[src/rtl/mips_cpu_pkg.sv]
// Shared types and constants for the MIPS CPU bus sequencer.
// Holds the sequencer state encoding, the decoder lane-mask constants
// and a word-alignment helper used when driving the data address.
package mips_cpu_pkg;

    typedef enum logic [2:0] {
        ST_IDLE   = 3'd0,
        ST_FETCH  = 3'd1,
        ST_EXEC   = 3'd2,
        ST_MEM    = 3'd3,
        ST_WB     = 3'd4,
        ST_HALTED = 3'd5
    } state_e;

    localparam logic [3:0] BE_NONE = 4'b0000;
    localparam logic [3:0] BE_BYTE = 4'b0001;
    localparam logic [3:0] BE_HALF = 4'b0011;
    localparam logic [3:0] BE_WORD = 4'b1111;

    function automatic logic [31:0] word_align(input logic [31:0] addr);
        return {addr[31:2], 2'b00};
    endfunction

endpackage

[src/rtl/mips_cpu_bus_align.sv]
// Combinational lane steering for data-memory accesses.
// Ports:
//   offset_i  - byte offset within the word (data address bits [1:0])
//   be_i      - decoder lane mask, right-justified (0001/0011/1111)
//   wdata_i   - store data, right-justified (rt register value)
//   be_o      - lane mask moved to the addressed byte lanes, upper lanes dropped
//   wdata_o   - store data moved to the addressed byte lanes
module mips_cpu_bus_align (
    input  logic [1:0]  offset_i,
    input  logic [3:0]  be_i,
    input  logic [31:0] wdata_i,
    output logic [3:0]  be_o,
    output logic [31:0] wdata_o
);

    always_comb begin
        // Shift result keeps the left operand width, so lanes past byte 3 fall off.
        be_o    = be_i << offset_i;
        wdata_o = wdata_i << {offset_i, 3'b000};
    end

endmodule

[src/rtl/mips_cpu_bus_sequencer.sv]
// Multi-cycle bus sequencer for a MIPS CPU: fetches an instruction over a
// single Avalon-style bus, performs at most one data access, and produces
// the commit pulse and register-write qualifier for the rest of the core.
// Ports:
//   clk_i, rst_n_i        - clock, asynchronous active-low reset
//   clk_enable_i          - global stall; low freezes all state
//   pc_addr_i, pc_next_i  - fetch address / next PC (checked at commit for halt)
//   data_read_i/_write_i  - decoder memory-op request
//   byte_enable_i         - decoder lane mask
//   data_addr_i, data_wdata_i - ALU address and store data
//   bus_*                 - memory bus master (address/read/write/be/wdata, readdata/waitrequest)
//   instr_readdata_o      - latched instruction word
//   mem_rdata_o           - latched load word
//   reg_write_gate_o      - qualifies the decoder register write
//   pc_update_o           - one-cycle commit pulse
//   active_o              - high from first fetch until halted
//
// state     | meaning
// ----------+-----------------------------------------------------------
// ST_IDLE   | out of reset, bus quiet, start fetching next enabled cycle
// ST_FETCH  | instruction read on the bus, wait for waitrequest low
// ST_EXEC   | one decode cycle; commit here if no memory operation
// ST_MEM    | data read or write on the bus, wait for waitrequest low
// ST_WB     | load data available; commit with register write
// ST_HALTED | committed with next PC of zero; terminal until reset
module mips_cpu_bus_sequencer (
    input  logic        clk_i,
    input  logic        rst_n_i,
    input  logic        clk_enable_i,
    input  logic [31:0] pc_addr_i,
    input  logic [31:0] pc_next_i,
    input  logic        data_read_i,
    input  logic        data_write_i,
    input  logic [3:0]  byte_enable_i,
    input  logic [31:0] data_addr_i,
    input  logic [31:0] data_wdata_i,
    output logic [31:0] bus_address_o,
    output logic        bus_read_o,
    output logic        bus_write_o,
    output logic [3:0]  bus_byteenable_o,
    output logic [31:0] bus_writedata_o,
    input  logic [31:0] bus_readdata_i,
    input  logic        bus_waitrequest_i,
    output logic [31:0] instr_readdata_o,
    output logic [31:0] mem_rdata_o,
    output logic        reg_write_gate_o,
    output logic        pc_update_o,
    output logic        active_o
);
    import mips_cpu_pkg::*;

    state_e      state_q, state_d;
    logic [31:0] instr_q, instr_d;
    logic [31:0] mem_rdata_q, mem_rdata_d;
    logic        mem_op;
    logic        commit;
    logic [3:0]  align_be;
    logic [31:0] align_wdata;

    assign mem_op = data_read_i | data_write_i;

    mips_cpu_bus_align u_align (
        .offset_i (data_addr_i[1:0]),
        .be_i     (byte_enable_i),
        .wdata_i  (data_wdata_i),
        .be_o     (align_be),
        .wdata_o  (align_wdata)
    );

    // Bus strobes are decoded from the state register so that an
    // asynchronous reset drops them without waiting for a clock edge.
    always_comb begin
        state_d          = state_q;
        instr_d          = instr_q;
        mem_rdata_d      = mem_rdata_q;
        bus_address_o    = '0;
        bus_read_o       = 1'b0;
        bus_write_o      = 1'b0;
        bus_byteenable_o = BE_NONE;
        bus_writedata_o  = '0;
        commit           = 1'b0;
        reg_write_gate_o = 1'b0;

        case (state_q)
            ST_IDLE: state_d = ST_FETCH;
            ST_FETCH: begin
                bus_read_o       = 1'b1;
                bus_address_o    = pc_addr_i;
                bus_byteenable_o = BE_WORD;
                if (!bus_waitrequest_i) begin
                    instr_d = bus_readdata_i;
                    state_d = ST_EXEC;
                end
            end
            ST_EXEC: begin
                if (mem_op) begin
                    state_d = ST_MEM;
                end else begin
                    commit           = 1'b1;
                    reg_write_gate_o = 1'b1;
                end
            end
            ST_MEM: begin
                bus_address_o    = word_align(data_addr_i);
                bus_byteenable_o = align_be;
                // A write wins over a simultaneous read request.
                if (data_write_i) begin
                    bus_write_o     = 1'b1;
                    bus_writedata_o = align_wdata;
                    if (!bus_waitrequest_i) begin
                        commit = 1'b1;
                    end
                end else begin
                    bus_read_o = 1'b1;
                    if (!bus_waitrequest_i) begin
                        mem_rdata_d = bus_readdata_i;
                        state_d     = ST_WB;
                    end
                end
            end
            ST_WB: begin
                commit           = 1'b1;
                reg_write_gate_o = 1'b1;
            end
            ST_HALTED: state_d = ST_HALTED;
            default:   state_d = ST_IDLE;
        endcase

        if (commit) begin
            state_d = (pc_next_i == 32'd0) ? ST_HALTED : ST_FETCH;
        end

        // Stall: nothing moves and no commit side effects leak out.
        if (!clk_enable_i) begin
            state_d          = state_q;
            instr_d          = instr_q;
            mem_rdata_d      = mem_rdata_q;
            commit           = 1'b0;
            reg_write_gate_o = 1'b0;
        end

        pc_update_o = commit;
    end

    always_ff @(posedge clk_i or negedge rst_n_i) begin
        if (!rst_n_i) begin
            state_q     <= ST_IDLE;
            instr_q     <= '0;
            mem_rdata_q <= '0;
        end else begin
            state_q     <= state_d;
            instr_q     <= instr_d;
            mem_rdata_q <= mem_rdata_d;
        end
    end

    assign instr_readdata_o = instr_q;
    assign mem_rdata_o      = mem_rdata_q;
    assign active_o         = (state_q != ST_IDLE) && (state_q != ST_HALTED);

endmodule

[config.mk]
export PLATFORM = sky130hd
export DESIGN_NAME = mips_cpu_bus_sequencer
export DESIGN_NICKNAME = d
export VERILOG_FILES = /design/src/rtl/mips_cpu_pkg.sv /design/src/rtl/mips_cpu_bus_align.sv /design/src/rtl/mips_cpu_bus_sequencer.sv
export SDC_FILE = /design/constraint.sdc
export NUM_CORES = 1
export LEC_CHECK = 0
export ABC_CLOCK_PERIOD_IN_PS = 2000
export BUFFER_PORTS_ARGS = -buffer_cell sky130_fd_sc_hd__buf_4
export CORE_AREA = 5 5 116 118
export CTS_CLUSTER_SIZE = 14
export DETAILED_ROUTE_END_ITERATION = 8
export DIE_AREA = 0 0 121 123
export PLACE_DENSITY = 0.78
export SLEW_MARGIN = 0
export SYNTH_ARGS = -nofsm -noshare
export SYNTH_HDL_FRONTEND = slang
export SYNTH_SLANG_ARGS = --single-unit
[constraint.sdc]
create_clock -name clk_i -period 2 [get_ports clk_i]
set_clock_uncertainty 0.15 [all_clocks]
set_input_delay 0.4 -clock clk_i [delete_from_list [all_inputs] [get_ports clk_i]]
set_output_delay 0.4 -clock clk_i [all_outputs]
set_load 0.01 [all_outputs]
== Yosys cells after proc, flatten, opt, wreduce, memory -nomap -nowiden ==
Index checks and enable logic that the tools add are counted.
Storage, ports and cells
  input port bits: 170
  register bits: 67
  output and inout bits: 137
  word-level logic and storage cells: 48
Cells by class
  reduce and logical (&&, ||, !) cells: 7
  muxes and demuxes: 22
  equal/unequal tests: 11
  bitwise logic cells: 3
  shift-type cells: 2
Operators by type and width (number)
  2-to-1 mux 32 bit: 2
  one-hot mux 32 bit (2 select lines): 1
  zero test 32 bit: 1
  << shifter 32 x 5 -> 32 bit: 1
  2-to-1 mux 3 bit: 6
  one-hot mux 3 bit (6 select lines): 1
  inequality test 3 bit (second input constant): 5
  2-to-1 mux 1 bit: 8
  one-hot mux 4 bit (2 select lines): 1
  equality test 3 x 2 -> 1 bit (second input constant): 2
  equality test 3 bit (second input constant): 2
  AND reduction 6 bit: 1
  one-hot mux 1 bit (2 select lines): 2
  AND reduction 4 bit: 1
  << shifter 4 x 2 -> 4 bit: 1
  equality test 3 x 1 -> 1 bit (second input constant): 1
  zero test 3 bit: 1
  one-hot mux 1 bit (3 select lines): 1
  AND reduction 3 bit: 1
  nonzero test 3 bit: 1
  inequality test 2 bit (second input constant): 1
  NOT 1 bit: 2
  logical AND 1 bit: 1
  OR 1 bit: 1

== Longest topological paths before layout ==
Gate-level depths: netlist of the first run.
  depth in word-level cells: 5
  depth in mapped cells: 7
  gate-level depth less buffers: 4

== Hierarchy ==
A second synthesis of the first run with hierarchy kept.
Second synthesis, totals
  cell total of the unflattened synthesis: 369
  area total of the unflattened synthesis: 4347.9 sq um
By module, submodules not included
  mips_cpu_bus_sequencer: times used 1, area an instance 3738.6 sq um, cells each 297, sequential area each 1676.6 sq um
  mips_cpu_bus_align: times used 1, area an instance 609.3 sq um, cells each 72, sequential area each 0.0 sq um

== Worst setup path after synthesis of the first run ==
OpenSTA, ideal clock, no wires.
  kind: register -> output
  start point: register state_q[2]
  end point: output bus_writedata_o[0]
  data required time: 1.450 ns
  setup slack: -0.128 ns
  arrival: 1.578 ns
  path buffers: 2
  stages on the path, launching flop included: 7
  path through: dfrtp_1 -> buf_2 -> nand4b_1 -> or2_1 -> buf_2 -> nor2_2 -> and2_1
On the way
  cells in the longest elaborated chain, start to end: 2
Ends and longest elaborated chain
  start: declaration: line mips_cpu_bus_sequencer.sv:52  | state_e state_q, state_d;
  start signal: assignment: line mips_cpu_bus_sequencer.sv:151  | state_q <= state_d;
  equality test 3 x 2 -> 1 bit: line mips_cpu_bus_sequencer.sv:84  | case (state_q)
  2-to-1 mux 32 bit: line mips_cpu_bus_sequencer.sv:84
  end: declaration: line mips_cpu_bus_sequencer.sv:41  | output logic [31:0] bus_writedata_o,
Every way passes these cells.

== Final worst setup path of the first run ==
  start point: register state_q[2]
  end point: output bus_writedata_o[4]
The elaborated chain is that of the path after synthesis.

==> run_results.csv, run 1 <==
group,metric,value,unit
outcome,outcome,"complete, but fails checks",
outcome,violations,"setup timing",
yosys,syn-num-nets,508,
routing,firstDrtPassIters,5,
setup_path,start_kind,"flip-flop",
yosys,netlist_top_cells_area,"dfrtp_1 (44%), mux2_4 (12%), mux2_2 (10%)",
yosys,ys_async_sr_fraction,100.0,%
sta,setup_viol_count_final,133,
routing,drcViolationCount,0,
global_routing,antenna_found_initial,0,
yosys,syn_inst,338,
yosys,synth_ff_type,"dfrtp_1",
yosys,synth_edf_count,0,
yosys,synth_top_area_share,43.59,%
place,gp_congestion,0.8870,
finish,final_layout_size_suffix_gt1_share,71.28,%
sta,fin_hold_ws,0.1643,ns
routing,vias_per_cell,5.024,
finish,syn2layout_area_growth,96.97,%
sta,fin_crit_sh,115.8,%
finish,nNetsFinal,851,
routing,wl_met1,6.160,mm
place,hpwl,12.28,mm
sta,hold_viol_final,0,
sta,slew_viol_final,0,
global_routing,grt_max_degree,39,
routing,wl_met2,8.700,mm
place,postPlaceCellArea,6506,um2
setup_path,worstPathMaxFanout,8,
routing,antenna_left,0,
power,total_power,10.09,mW
global_routing,grt_overflow_total,0,
routing,met3RoutedLength,1.655,mm
yosys,synth-seq-area-share,43.59,%
power,p_leak,3.836,nW
yosys,yosys_warnings,0,
place,portBuffers,306,
cts,clock-sinks,67,
cts,clock-root-buffer,"clkbuf_16",
finish,layout.cells.most_common_list,"buf_4 (308), dfrtp_1 (66), mux2_2 (34)",
global_routing,track_usage,20.88,%
global_routing,grt_pass1_wl,24.18,mm
finish,multiInputGateArea,2297,um2
yosys,ys_types,38,
finish,finalInstanceArea,7576,um2
cts,clock_latency,0.32,ns
flow_run,maxCapViolCount,0,
cts,cts.path.max_buffers,2,
global_routing,grt_pass1_vias,4474,
place,dp.cells,814,
routing,drtIter0Drc,254,
sta,period_needed,2.315,ns
finish,antennaDiodeCount,0,
yosys,synthesis.area,3846,um2
setup_path,end_kind,"output pin",
sta,fmax,431.9,MHz
finish,final-seq-area,1678,um2
routing,finalWirelength,17.17,mm
setup_path,criticalPathCategory,"flip-flop to output pin",
floorplanning,coreArea,12360,um2
sta,rsz0062_at_grt,"true",
cts,cts_made_buffers,9,
routing,top_layer,"met4",
sta,relSlewSlack,67.00,%
finish,final_cells,858,
finish,layout_commonest_cell,"buf_4",
setup_path,arrival,1.77,ns
sta,worst_pin_slew,0.4950,ns
floorplanning,die_w,121,um
setup_path,cp_data_required_time,1.45,ns
floorplanning,die_y,123,um
routing,routedWlPerCell,20.01,um
routing,route.vias.total,4311,
yosys,synth_largest_area_cell,"dfrtp_1",
cts,cts_max_level,3,
floorplanning,fp.dieArea,14880,um2
finish,fillers,960,
min_path,hp-class,"input port to flip-flop",
yosys,avgSynthCellArea,11.38,um2
power,peakVddDrop,0.0008974,V
yosys,ys_ff_latch,67,
floorplanning,row_count,41,
floorplanning,pin_count,307,
cts,clk_pin_slew,0.06,ns
cts,cts_tree,"done",
power,powerDensity,1332,nW/um2
finish,final_core_util,61.28,%
floorplanning,start_util,31.11,%
sta,layout_setup_ws,-0.3152,ns
[synthesized netlist by cell type (4+ instances only)]
master / n
clkbuf_1: 12
nand2b_1: 5
inv_1: 4
mux2_2: 35
mux2i_1: 17
a21oi_1: 16
mux2_4: 30
buf_2: 8
nor2b_1: 11
dfrtp_1: 67
and2_1: 8
nor4_1: 8
nand2_1: 6
buf_1: 4
a211oi_1: 16
a22o_1: 30
nor2_1: 28
[final timing paths]
kind                                                    end                              from  cells after the start  slack, ns
max                                      bus_writedata_o[4]            state_q[2]$_DFFE_PN0P_                      5      -0.32
min reg2reg                instr_readdata_o[16]$_DFFE_PN0P_  instr_readdata_o[16]$_DFFE_PN0P_                      1       0.35
max reg2reg                 instr_readdata_o[0]$_DFFE_PN0P_            state_q[2]$_DFFE_PN0P_                     10      -0.21
min in group asynchronous       mem_rdata_o[28]$_DFFE_PN0P_                           rst_n_i                      2       0.45
min                             mem_rdata_o[27]$_DFFE_PN0P_                bus_readdata_i[27]                      2       0.16
max in group asynchronous       mem_rdata_o[14]$_DFFE_PN0P_                           rst_n_i                      3       0.72
[repair_timing]
item                       4_1_cts  5_1_grt
gates cloned                     7        3
pin swaps                       21       15
resized for setup               83       31
hold buffers                     1        0
buffers inserted                13        6
setup endpoints to repair      103      105
hold endpoints to repair        37        0
[power by group]
part / switching, mW / internal (mW)
clock network: 0.547 / 0.996
logic: 2.52 / 3.57
registers: 0.418 / 2.04
[layer usage]
metal	global-route usage (%)	vias to the layer above
met5	0	-
met4	9.278	0
met3	6.862	46
met2	36.30	278
met1	23.37	2051
li1	-	1936
[worst max-delay path: stages (launching register included)]
cell      delay (ns)
dfrtp_1         0.39
nand4b_1        0.27
or2_4           0.31
nor2_4          0.19
and2_1          0.17
buf_4           0.12
[cells by family after synthesis]
kind of cell,after synthesis,share of synthesized area [%]
AO/OA/AOI/OAI,76,14.61
AND/OR/NAND/NOR,82,11.55
multiplexers,82,26.38
flip-flops,67,43.59
buffers and inverters,31,3.871
[registers in the layout, summed over array words and instances, names as in the netlist]
signal,cells
instr_readdata_o,32
mem_rdata_o,32
state_q,3
[per-stage QoR]
| stage | setup TNS (ns) | setup WS (ns) |
|---|---|---|
| floorplan | -0.7704 | -0.08830 |
| global placement | -0.2492 | -0.03540 |
| detailed placement | -1.358 | -0.07214 |
| CTS | -19.86 | -0.3434 |
| global route | -31.82 | -0.4096 |
| finish | -24.39 | -0.3152 |
[area by class of cell]
class / instances / share of cell area, %
tap: 172 / 2.841
sequential: 67 / 22.15
inverter: 4 / 0.2312
clock inverter: 4 / 0.6606
clock buffer: 12 / 3.254
timing repair buffer: 359 / 40.55
multi-input combinational: 240 / 30.32
(Power assumes the default switching activity.)
==> run 2: changes to the inputs <==
Settings changed: CTS_BUF_LIST set to sky130_fd_sc_hd__clkbuf_4 sky130_fd_sc_hd__clkbuf_8 sky130_fd_sc_hd__clkbuf_16.
==> run 2 against run 1 <==
- critical path depth stayed put
- clock power hardly changed
- via count is 0.84% lower
- non-clock buffer count stayed put
- the flow still finishes with violations (setup timing)
- register-to-register slack hardly changed
- routed wire length is 0.16% higher
- critical endpoint unchanged
- setup slack worse by 0.0029 ns
- largest power group unchanged
- power is 0.16% higher
- combinational power hardly changed
- hold slack hardly changed
==> run_results.csv, run 2 (synthesized netlist as in run 1, its figures left out) <==
group,metric,value,unit
power,powerDensity,1333,nW/um2
floorplanning,coreArea,12360,um2
setup_path,criticalPathCategory,"flip-flop to output pin",
cts,clock-sinks,67,
min_path,hp-class,"input port to flip-flop",
sta,slew_viol_final,0,
routing,routedWlPerCell,20.04,um
global_routing,antenna_found_initial,0,
place,portBuffers,306,
sta,setup_viol_count_final,133,
global_routing,track_usage,20.89,%
cts,clock-root-buffer,"clkbuf_16",
cts,cts_tree,"done",
cts,clock_latency,0.32,ns
finish,layout.cells.most_common_list,"buf_4 (308), dfrtp_1 (66), mux2_2 (34)",
floorplanning,pin_count,307,
global_routing,grt_pass1_wl,24.19,mm
global_routing,grt_pass1_vias,4489,
routing,antenna_left,0,
sta,layout_setup_ws,-0.3181,ns
finish,nNetsFinal,851,
power,peakVddDrop,0.0008978,V
sta,fin_tns_setup,-23.78,ns
flow_run,maxCapViolCount,0,
setup_path,start_kind,"flip-flop",
floorplanning,start_util,31.11,%
sta,hold_viol_final,0,
cts,cts_max_level,3,
floorplanning,die_w,121,um
power,total_power,10.11,mW
finish,fillers,957,
place,pre_cts_ws,-0.07214,ns
sta,relSlewSlack,66.20,%
floorplanning,die_y,123,um
sta,worst_pin_slew,0.5071,ns
power,p_leak,3.843,nW
floorplanning,fp.dieArea,14880,um2
cts,cts_made_buffers,9,
routing,drcViolationCount,0,
routing,finalWirelength,17.19,mm
setup_path,cp_data_required_time,1.45,ns
setup_path,arrival,1.77,ns
setup_path,worstPathMaxFanout,8,
finish,final_cells,858,
sta,rsz0062_at_grt,"true",
outcome,violations,"setup timing",
place,gp_congestion,0.8870,
finish,syn2layout_area_growth,97.17,%
setup_path,end_kind,"output pin",
cts,clk_pin_slew,0.05,ns
routing,vias_per_cell,4.983,
floorplanning,row_count,41,
outcome,outcome,"complete, but fails checks",
routing,route.vias.total,4275,
place,dp.cells,814,
routing,drtIter0Drc,270,
sta,fin_crit_sh,115.9,%
sta,period_needed,2.318,ns
finish,final_layout_size_suffix_gt1_share,71.57,%
sta,fmax,431.4,MHz
place,hpwl,12.28,mm
sta,fin_hold_ws,0.1647,ns
cts,cts.path.max_buffers,2,
finish,antennaDiodeCount,0,
routing,firstDrtPassIters,4,
finish,layout_commonest_cell,"buf_4",
global_routing,grt_max_degree,39,
global_routing,grt_overflow_total,0,
==> run 2: path summary, 6_finish.rpt <==
kind | depth (start not counted) | from | slack, ns | to
worst min-delay path | 2 | bus_readdata_i[27] | 0.16 | mem_rdata_o[27]$_DFFE_PN0P_
min in group asynchronous | 2 | rst_n_i | 0.45 | instr_readdata_o[15]$_DFFE_PN0P_
worst max-delay path | 5 | state_q[2]$_DFFE_PN0P_ | -0.32 | bus_writedata_o[4]
worst min register to register | 1 | instr_readdata_o[16]$_DFFE_PN0P_ | 0.35 | instr_readdata_o[16]$_DFFE_PN0P_
worst max register to register | 10 | state_q[2]$_DFFE_PN0P_ | -0.21 | instr_readdata_o[0]$_DFFE_PN0P_
max in group asynchronous | 3 | rst_n_i | 0.71 | instr_readdata_o[9]$_DFFE_PN0P_
==> run 2: layout make-up <==
class	instances	area [um2]	area share [%]
multi-input cells	240	2297	30.29
repair buffers	359	3072	40.50
flip-flops and latches	67	1678	22.13
inverters	4	17.52	0.2310
clock buffers	12	254.0	3.349
well taps	172	215.2	2.838
clock inverters	4	50.05	0.6600
==> run 2: per-stage QoR <==
stage	instance area [um2]	util, %
6_report	7584	61.34
5_1_grt	7584	61.34
4_1_cts	7391	59.78
3_5_place_dp	6506	52.63
3_3_place_gp	6506	52.63
2_1_floorplan	3874	-
==> run 2: what timing repair did <==
item | 4_1_cts | 5_1_grt
hold buffers | 1 | 0
cloned | 7 | 3
hold endpoints to repair | 37 | 0
pin swaps | 21 | 15
setup endpoints to repair | 103 | 105
resized for setup | 83 | 31
buffers inserted | 13 | 6
==> run 2: metal layers <==
metal,GRT usage [%],part of all wire (%)
met1,23.32,36
met2,36.54,51
met3,6.404,9.4
met4,9.703,3.5
met5,0,0
==> run 2: critical path: stages (launching register included) <==
cell,delay (ns)
dfrtp_1,0.39
nand4b_1,0.27
or2_4,0.31
nor2_4,0.19
and2_1,0.17
buf_4,0.12
==> run 2: report_power, final <==
| group | switching, mW | internal (mW) |
|---|---|---|
| combinational | 2.51 | 3.57 |
| clock | 0.543 | 1.02 |
| sequential | 0.417 | 2.04 |
